<file path="src/rtl/instr_fetch_pkg.sv">
// Shared constants for the instruction fetch unit: instruction field layout,
// fetch FSM encodings and queue sizing helpers.
package instr_fetch_pkg;

  localparam int PC_W_DEFAULT    = 8;
  localparam int INSTR_W_DEFAULT = 8;

  localparam int OPCODE_W    = 5;
  localparam int OPERAND_W   = 3;
  localparam int OPCODE_MSB  = 7;
  localparam int OPCODE_LSB  = 3;
  localparam int OPERAND_MSB = 2;
  localparam int OPERAND_LSB = 0;

  localparam logic [7:0] RESET_PC_DEFAULT = 8'h00;

  localparam logic [1:0] FS_IDLE  = 2'd0;
  localparam logic [1:0] FS_REQ   = 2'd1;
  localparam logic [1:0] FS_FLUSH = 2'd2;

  function automatic int cnt_width(input int depth);
    return $clog2(depth + 1);
  endfunction

  function automatic int ptr_width(input int depth);
    return (depth > 1) ? $clog2(depth) : 1;
  endfunction

endpackage

</file>
<file path="src/rtl/instr_fetch_fifo.sv">
// Prefetch queue: DEPTH-entry synchronous FIFO with flush and a registered head
// so consumers never see a combinational path from the push side.
module instr_fetch_fifo
  import instr_fetch_pkg::*;
#(
  parameter int WIDTH = 16,
  parameter int DEPTH = 2,
  localparam int CNT_W = cnt_width(DEPTH)
) (
  input  logic             clk,
  input  logic             rst_n,
  input  logic             i_push,
  input  logic [WIDTH-1:0] i_push_data,
  input  logic             i_pop,
  input  logic             i_flush,
  output logic [CNT_W-1:0] o_count,
  output logic [WIDTH-1:0] o_head
);

  localparam int PTR_W = ptr_width(DEPTH);
  localparam logic [CNT_W-1:0] FULL = CNT_W'(DEPTH);
  localparam logic [PTR_W-1:0] LAST = PTR_W'(DEPTH - 1);

  logic [WIDTH-1:0] r_mem [DEPTH];
  logic [PTR_W-1:0] r_wr_ptr;
  logic [PTR_W-1:0] r_rd_ptr;
  logic [PTR_W-1:0] w_rd_ptr_n;
  logic [CNT_W-1:0] r_count;
  logic [CNT_W-1:0] w_remain;
  logic [WIDTH-1:0] r_head;
  logic             w_push;
  logic             w_pop;

  function automatic logic [PTR_W-1:0] ptr_inc(input logic [PTR_W-1:0] p);
    return (p == LAST) ? '0 : p + PTR_W'(1);
  endfunction

  assign w_pop      = i_pop && (r_count != '0) && !i_flush;
  assign w_push     = i_push && !i_flush && ((r_count != FULL) || w_pop);
  assign w_rd_ptr_n = w_pop ? ptr_inc(r_rd_ptr) : r_rd_ptr;
  assign w_remain   = r_count - CNT_W'(w_pop);

  // NOTE: storage has no reset; validity is tracked by r_count alone.
  always_ff @(posedge clk) begin
    if (w_push) begin
      r_mem[r_wr_ptr] <= i_push_data;
    end
  end

  // NOTE: all sequential state uses non-blocking assignments so every
  // register samples pre-edge values regardless of block ordering.
  always_ff @(posedge clk or negedge rst_n) begin
    if (!rst_n) begin
      r_wr_ptr <= '0;
      r_rd_ptr <= '0;
      r_count  <= '0;
      r_head   <= '0;
    end else if (i_flush) begin
      r_wr_ptr <= '0;
      r_rd_ptr <= '0;
      r_count  <= '0;
    end else begin
      if (w_push) begin
        r_wr_ptr <= ptr_inc(r_wr_ptr);
      end
      r_rd_ptr <= w_rd_ptr_n;
      r_count  <= w_remain + CNT_W'(w_push);
      // Head comes from storage unless the pushed byte becomes the only entry.
      if (w_remain != '0) begin
        r_head <= r_mem[w_rd_ptr_n];
      end else if (w_push) begin
        r_head <= i_push_data;
      end
    end
  end

  assign o_count = r_count;
  assign o_head  = r_head;

endmodule

</file>
<file path="src/rtl/instr_fetch.sv">
// Instruction fetch unit: requests bytes from program memory, queues them and
// hands {opcode, operand, pc} to decode; execute redirects flush stale fetches.
module instr_fetch
  import instr_fetch_pkg::*;
#(
  parameter int PC_W    = PC_W_DEFAULT,
  parameter int INSTR_W = INSTR_W_DEFAULT,
  parameter int DEPTH   = 2,
  parameter logic [PC_W-1:0] RESET_PC = PC_W'(RESET_PC_DEFAULT)
) (
  input  logic                 clk,
  input  logic                 rst_n,
  output logic                 mem_req,
  output logic [PC_W-1:0]      mem_addr,
  input  logic                 mem_ack,
  input  logic [INSTR_W-1:0]   mem_rdata,
  output logic                 instr_valid,
  input  logic                 instr_ready,
  output logic [OPCODE_W-1:0]  opcode,
  output logic [OPERAND_W-1:0] operand,
  output logic [PC_W-1:0]      instr_pc,
  input  logic                 redirect_valid,
  input  logic [PC_W-1:0]      redirect_pc
);

  localparam int CNT_W   = cnt_width(DEPTH);
  localparam int ENTRY_W = PC_W + INSTR_W;
  localparam logic [CNT_W-1:0] FULL        = CNT_W'(DEPTH);
  localparam logic [CNT_W-1:0] ALMOST_FULL = CNT_W'(DEPTH - 1);

  logic [1:0]         r_state;
  logic [1:0]         w_state_n;
  logic [PC_W-1:0]    r_fetch_pc;
  logic [PC_W-1:0]    w_fetch_pc_n;
  logic [PC_W-1:0]    r_addr;
  logic [PC_W-1:0]    w_addr_n;
  logic [CNT_W-1:0]   w_count;
  logic [ENTRY_W-1:0] w_head;
  logic               w_valid;
  logic               w_pop;
  logic               w_push;
  logic               w_room_idle;
  logic               w_room_ack;

  assign w_valid = (w_count != '0);
  assign w_pop   = w_valid && instr_ready && !redirect_valid;
  assign w_push  = mem_ack && (r_state == FS_REQ) && !redirect_valid;

  // A request is only issued once a queue slot is guaranteed for its data.
  assign w_room_idle = w_pop || (w_count != FULL);
  assign w_room_ack  = w_pop || (w_count < ALMOST_FULL);

  // NOTE: every output of this block is defaulted first so no path infers a latch.
  always_comb begin
    w_state_n    = r_state;
    w_fetch_pc_n = r_fetch_pc;
    w_addr_n     = r_addr;
    if (redirect_valid) begin
      w_fetch_pc_n = redirect_pc;
      if ((r_state != FS_IDLE) && !mem_ack) begin
        // The memory still owns the old request; keep its address until ack.
        w_state_n = FS_FLUSH;
      end else begin
        w_state_n = FS_REQ;
        w_addr_n  = redirect_pc;
      end
    end else begin
      case (r_state)
        FS_IDLE: begin
          if (w_room_idle) begin
            w_state_n = FS_REQ;
            w_addr_n  = r_fetch_pc;
          end
        end
        FS_REQ: begin
          if (mem_ack) begin
            w_fetch_pc_n = r_fetch_pc + PC_W'(1);
            w_addr_n     = r_fetch_pc + PC_W'(1);
            w_state_n    = w_room_ack ? FS_REQ : FS_IDLE;
          end
        end
        FS_FLUSH: begin
          if (mem_ack) begin
            w_state_n = FS_REQ;
            w_addr_n  = r_fetch_pc;
          end
        end
        default: w_state_n = FS_IDLE;
      endcase
    end
  end

  always_ff @(posedge clk or negedge rst_n) begin
    if (!rst_n) begin
      r_state    <= FS_IDLE;
      r_fetch_pc <= RESET_PC;
      r_addr     <= RESET_PC;
    end else begin
      r_state    <= w_state_n;
      r_fetch_pc <= w_fetch_pc_n;
      r_addr     <= w_addr_n;
    end
  end

  instr_fetch_fifo #(
    .WIDTH (ENTRY_W),
    .DEPTH (DEPTH)
  ) u_fifo (
    .clk         (clk),
    .rst_n       (rst_n),
    .i_push      (w_push),
    .i_push_data ({r_fetch_pc, mem_rdata}),
    .i_pop       (w_pop),
    .i_flush     (redirect_valid),
    .o_count     (w_count),
    .o_head      (w_head)
  );

  assign mem_req     = (r_state != FS_IDLE);
  assign mem_addr    = r_addr;
  assign instr_valid = w_valid;
  assign instr_pc    = w_head[ENTRY_W-1:INSTR_W];
  assign opcode      = w_head[OPCODE_MSB:OPCODE_LSB];
  assign operand     = w_head[OPERAND_MSB:OPERAND_LSB];

endmodule
</file>
<file path="config.mk">
export PLATFORM = sky130hd
export DESIGN_NAME = instr_fetch
export DESIGN_NICKNAME = d
export VERILOG_FILES = /design/src/rtl/instr_fetch_pkg.sv /design/src/rtl/instr_fetch_fifo.sv /design/src/rtl/instr_fetch.sv
export SDC_FILE = /design/constraint.sdc
export NUM_CORES = 1
export LEC_CHECK = 0
export ABC_AREA = 1
export CAP_MARGIN = 40
export CORE_MARGIN = 2
export CORE_UTILIZATION = 46
export DETAILED_ROUTE_END_ITERATION = 12
export PLACE_DENSITY = 0.69
export RECOVER_POWER = 25
export SYNTH_ARGS = -nofsm -noshare
export SYNTH_HDL_FRONTEND = slang
export SYNTH_HIERARCHICAL = 1
export SYNTH_SLANG_ARGS = --single-unit
</file>
<file path="constraint.sdc">
create_clock -name clk -period 2.81 [get_ports clk]
set_clock_uncertainty 0.2 [all_clocks]
set_input_delay 0.562 -clock clk [delete_from_list [all_inputs] [get_ports clk]]
set_output_delay 0.562 -clock clk [all_outputs]
set_load 0.005 [all_outputs]
</file>
[After elaboration in Yosys (flattened, before gate mapping)]
Memories as Yosys holds them, arrays and structs flattened.
Index checks and enable logic that the tools add are counted.
Operators by class
  order comparisons: 1
  muxes and demuxes: 26
  bitwise operators: 1
  reduce and logical (&&, ||, !) cells: 27
  eq/ne operators: 7
  add/sub/neg operators: 5
Operator list (number)
  8-bit 2-to-1 mux: 7
  16-bit 2-to-1 mux: 2
  8-bit one-hot mux with 3 select lines: 1
  2-bit nonzero test: 7
  2-bit 2-to-1 mux: 6
  1-bit logical AND: 9
  1-bit 2-to-1 mux: 9
  3-bit inequality test, second input constant: 3
  8-bit by 1-bit adder with 8-bit output, second input constant: 1
  2-bit one-hot mux with 3 select lines: 1
  5-bit AND reduction: 1
  2-bit inequality test, second input constant: 2
  2-bit AND reduction: 2
  4-bit nonzero test: 1
  1-bit logical OR: 3
  3-bit AND reduction: 1
  1-bit adder, second input constant: 2
  2-bit by 1-bit adder with 2-bit output: 1
  2-bit by 1-bit == test with 1-bit output, second input constant: 1
  2-bit == test, second input constant: 1
  1-bit zero test: 2
  2-bit zero test: 1
  2-bit by 1-bit < comparator with 1-bit output, second input constant: 1
  2-bit by 1-bit subtractor with 2-bit output: 1
  1-bit NOT: 1
Word-level totals
  RAM bits: 32
  register bits: 38
  word-level logic and storage cells: 75
  input bits: 21
  memories kept: 1
  output and inout port bits: 26
Memories
  u_fifo.r_mem: depth 2, width 16, read ports 1, clocked after Yosys merged registers in 0, wr ports 1, line instr_fetch_fifo.sv:24  | logic [WIDTH-1:0] r_mem [DEPTH];

[Logic depth before layout (Yosys ltp)]
Gate-level depths: netlist of run 1.
  depth in word-level cells: 9
  gate-level depth with buffers: 16
  depth with buffers taken out: 14

[Cells and area by module]
Netlist of run 1, hierarchy kept.
Modules (own cells, without submodules)
  instr_fetch_fifo: instances 1, seq. area each 1461.4 µm², cells each 227, area each 2308.5 µm²
  instr_fetch: instances 1, seq. area each 450.4 µm², cells each 174, area each 1191.1 µm²

[Worst setup path after synthesis of run 1]
Ideal clock, no wire load.
  path kind: in2reg
  start point: input port redirect_valid
  end point: memory u_fifo.r_mem[1][0] (enable)
  buffers on the path: 3
  stages on the path: 8
  path slack: 0.076 ns
  arrival time: 2.146 ns
  path through: buf_4 > buf_2 > nor3_1 > inv_1 > nand3_1 > nand3_2 > buf_2 > nor2_1
Between the ends
  cells in the longest elaborated chain, start to end: 8
RTL lines
  from (decl): line instr_fetch.sv:22  | input logic redirect_valid,
  1-bit zero test: line instr_fetch.sv:46  | assign w_pop = w_valid && instr_ready && !redirect_valid;
  1-bit logical AND: line instr_fetch.sv:46
  via w_pop: line instr_fetch.sv:40  | logic w_pop;
  1-bit logical AND (2 in series): line instr_fetch_fifo.sv:38  | assign w_pop = i_pop && (r_count != '0) && !i_flush;
  1-bit logical OR: line instr_fetch_fifo.sv:39  | assign w_push = i_push && !i_flush && ((r_count != FULL) || w_pop);
  1-bit logical AND: line instr_fetch_fifo.sv:39
  1-bit 2-to-1 mux: line instr_fetch_fifo.sv:45  | if (w_push) begin
  1-bit 2-to-1 mux (implied by the code): line instr_fetch_fifo.sv:46  | r_mem[r_wr_ptr] <= i_push_data;
  to (decl): line instr_fetch_fifo.sv:24
The timed path passes the listed nets, and every way through them passes these cells.

[Worst setup path in the final report of run 1]
  start point: input port instr_ready
  end point: register u_fifo.r_head[6], in the netlist u_fifo/o_head[6]
Between the ends
  cells in the longest elaborated chain, start to end: 8
RTL lines
  from (decl): line instr_fetch.sv:18  | input logic instr_ready,
  1-bit logical AND (*) (2 in series): line instr_fetch.sv:46
  via w_pop: line instr_fetch.sv:40
  1-bit logical AND (*) (2 in series): line instr_fetch_fifo.sv:38
  2-bit by 1-bit subtractor with 2-bit output or 1-bit logical OR (tied branches): line instr_fetch_fifo.sv:41, instr_fetch_fifo.sv:39
  2-bit nonzero test or 1-bit logical AND (tied branches): line instr_fetch_fifo.sv:69, instr_fetch_fifo.sv:39
  2-bit nonzero test (no line)
  2-bit AND reduction (no line)
  to (signal assigned): line instr_fetch_fifo.sv:70  | r_head <= r_mem[w_rd_ptr_n];
  to (signal assigned): line instr_fetch_fifo.sv:72  | r_head <= i_push_data;
  to (decl): line instr_fetch_fifo.sv:30  | logic [WIDTH-1:0] r_head;
The timed path passes the listed nets; every way through them passes the cells marked *.
A chain may end at the register's enable or synchronous reset.

==> reports/results.ini, run 1 <==
[route]
drc_errors=0
drtAntennaViolNets=0
first_iter_violations=173
wl_mm=7.69
drtPass1Iterations=5
dr_total_vias=2906
wl_per_cell_um=13.6
routed_via_density=5.15

[clocking]
cts_max_level=3
clkSlewWorstSetupHoldPaths_ps=70
cts_root_buffer=clkbuf_8
postCtsSetupBuffers=0
clock_latency_ps=340
cts_buffer_depth=2
cts_tree=done
clock_sinks=70
cts_buffers=9

[timing]
worst_slew_pin_slew_ps=968
timing.final.ws_setup_ps=265
drv_slew=0
min_period_ps=2540
setup-violations-final=0
max_freq_mhz=393
slew_headroom_pct=35.5
hold_violations=0
grt_setup_unrepaired=no
fin_crit_sh_pct=90.6
tns_ps=0

[global_routing]
grt_max_degree=24
track_usage_pct=19.5
grt_pass1_vias=2832
use_met2_pct=31.1
grt.busiest_layer=met2
grt_use_met3_pct=4.07
antenna_found_initial=0
grt_pass1_wl_mm=13.0
grt_overflow=0
globalRouteMet1Util_pct=25.6

[layout]
finalNetCount=484
diodes=0
postLayoutCoreUtil_pct=59.3
drive_above_1_share_pct=12.9
fillCellCount=677
areaGrowthSynthToFinish_pct=23.6

[synth]
synth_edf_count=32
synthTopCellsByCount=nand2_1, nand3_1, dfrtp_1
ys_types=31
syn_area_mm2=0.00350
yosysSeqAreaShare_pct=54.6
postSynthCellCount=401
async_flop_share_pct=54.3
synth_top_area_share_pct=27.5
ys_ff_latch=70
synth_nets=425
yosysMostFrequentCell=nand2_1
synth_flop_cell=dfrtp_1
avgSynthCellArea_um2=8.73
synth_warnings=6
synthTopCellsByArea=edfxtp_1, dfrtp_1, nand2_1
synth_top_area_cell=edfxtp_1

[floorplan]
dieArea_mm2=0.00832
io_pins=47
die_h_um=91.2
initial_core_util_pct=48.0
row_count=31
coreArea_mm2=0.00729
fp.dieW_um=91.2

[critical_path]
r2r_start=u_fifo/o_count[0]
startpoint=instr_ready
path_cells=clkdlybuf4s50_1, inv_1, nor3_1, inv_1, nor2_2, nand2_2, inv_1, ha_1, inv_1, nand2_1, nand3_2, buf_4, nor2_1, a21oi_1, nand2_1, nand2_1
path_common_cell=inv_1
arrival_ps=2570
worst_setup_path_end_kind=flop
slowest_delay_ps=480
path_max_fanout=19
cp-start-kind=primary input
crit_type=in2reg
required_ps=2840
slowest_stage=clkdlybuf4s50_1

[placement]
pre_cts_ws_ps=-58.8
port_buffers=46
gp_congestion=0.824
dp.final_hpwl_mm=5.20

[worst_hold_path]
hold_path.class=reg2reg
hold_start=u_fifo/o_head[11]

[power_and_ir_drop]
power.total_mw=2.99
ir_drop_mv=0.292
p_leak_nw=1.93
powerDensity_mw_per_mm2=691

[flow_run]
maxCapViolations=0

[run_status]
status=finished clean

[per-stage QoR]
stage / area, µm² / hold WS [ps] / instances
2_1_floorplan: 3500 / 66.4 / 401
3_3_place_gp: 4110 / 262 / 546
3_5_place_dp: 4130 / 265 / 547
4_1_cts: 4330 / 283 / 564
5_1_grt: 4330 / 306 / 564
6_report: 4330 / 276 / 564
[final timing paths]
path                                      to  slack (ps)  cells past startpoint
setup / recovery            u_fifo/o_head[6]         270                     16
hold / removal             u_fifo/o_head[11]         280                      2
setup reg to reg            u_fifo/o_head[6]         540                     13
hold reg to reg            u_fifo/o_head[11]         280                      2
max in group asynchronous      r_fetch_pc[6]        1050                      3
min in group asynchronous  u_fifo/o_head[14]         690                      2
[worst max-delay path: cells and delay by family]
kind	cells	cell delay, ps
AOI/OAI and AO/OA	1	50
adders and majority gates	1	150
buffers and inverters	6	970
and+or+nand+nor	8	840
[placed cells by master (no fill, tap or decap)]
cell type / n
o21ai_2: 1
nand2_1: 105
clkbuf_8: 9
xnor2_1: 2
nor4_1: 1
nand4_1: 3
inv_2: 8
ha_1: 3
o221ai_1: 1
a21boi_1: 1
bufinv_16: 1
nor2_2: 6
clkinv_2: 2
nor3_1: 1
or2_2: 1
dlygate4sd3_1: 9
o21ai_1: 5
edfxtp_1: 32
a21oi_1: 24
clkinv_4: 1
buf_12: 3
a21oi_4: 1
o21ai_0: 10
clkbuf_1: 4
inv_1: 32
o211ai_1: 3
nand2_2: 4
dfrtp_1: 38
clkdlybuf4s50_1: 37
a21oi_2: 3
a22oi_1: 1
nand3_1: 60
buf_4: 14
nor2_1: 32
nand3_2: 6
a31oi_1: 1
[sequential cells by signal, indices dropped and copies added (netlist names)]
signal,count
r_fetch_pc,8
r_state,2
mem_addr,8
u_fifo/o_head,16
u_fifo/r_mem,32
u_fifo/r_wr_ptr,1
u_fifo/r_rd_ptr,1
u_fifo/o_count,2
[kinds of logic after synthesis]
group                    share of synthesized area [%]
AND/OR/NAND/NOR                                   27.8
adder cells (fa/ha/maj)                           1.07
XOR/XNOR                                         0.501
buffers and inverters                             7.44
flip-flops                                        54.6
AO/OA/AOI/OAI                                     8.55
[cell type report]
class / instances / area [µm²] / share of cell area, %
Timing Repair Buffer: 64 / 629 / 14.5
Multi-Input combinational cell: 275 / 1330 / 30.7
Sequential cell: 70 / 1910 / 44.2
Clock buffer: 12 / 135 / 3.12
Tap cell: 99 / 124 / 2.86
Clock inverter: 4 / 48.8 / 1.13
Inverter: 40 / 150 / 3.47
[timing repair]
item / 4_1_cts / 5_1_grt
endpoints found under the setup margin: 0 / 0
hold buffers: 1 / 0
resized for setup: 0 / 0
hold endpoints to repair: 15 / 0
[where the power goes]
| group | internal [mW] | switching [mW] | total, mW |
|---|---|---|---|
| Clock | 0.410 | 0.372 | 0.782 |
| Combinational | 0.444 | 0.370 | 0.814 |
| Sequential | 1.26 | 0.130 | 1.39 |
| Total | 2.12 | 0.872 | 2.99 |
[metal layers]
metal	share of wire, %	vias up
met5	0	-
met3	6.7	7
li1	-	1448
met4	0.78	0
met1	46	1335
met2	46	116
No activity file was read; power rests on OpenSTA's default activity.
==> run 2: changes to the inputs <==
- CTS_CLUSTER_SIZE: unset -> 10
==> results of run 2 <==
Final layout, timing and power as in run 1 (identical DEF).
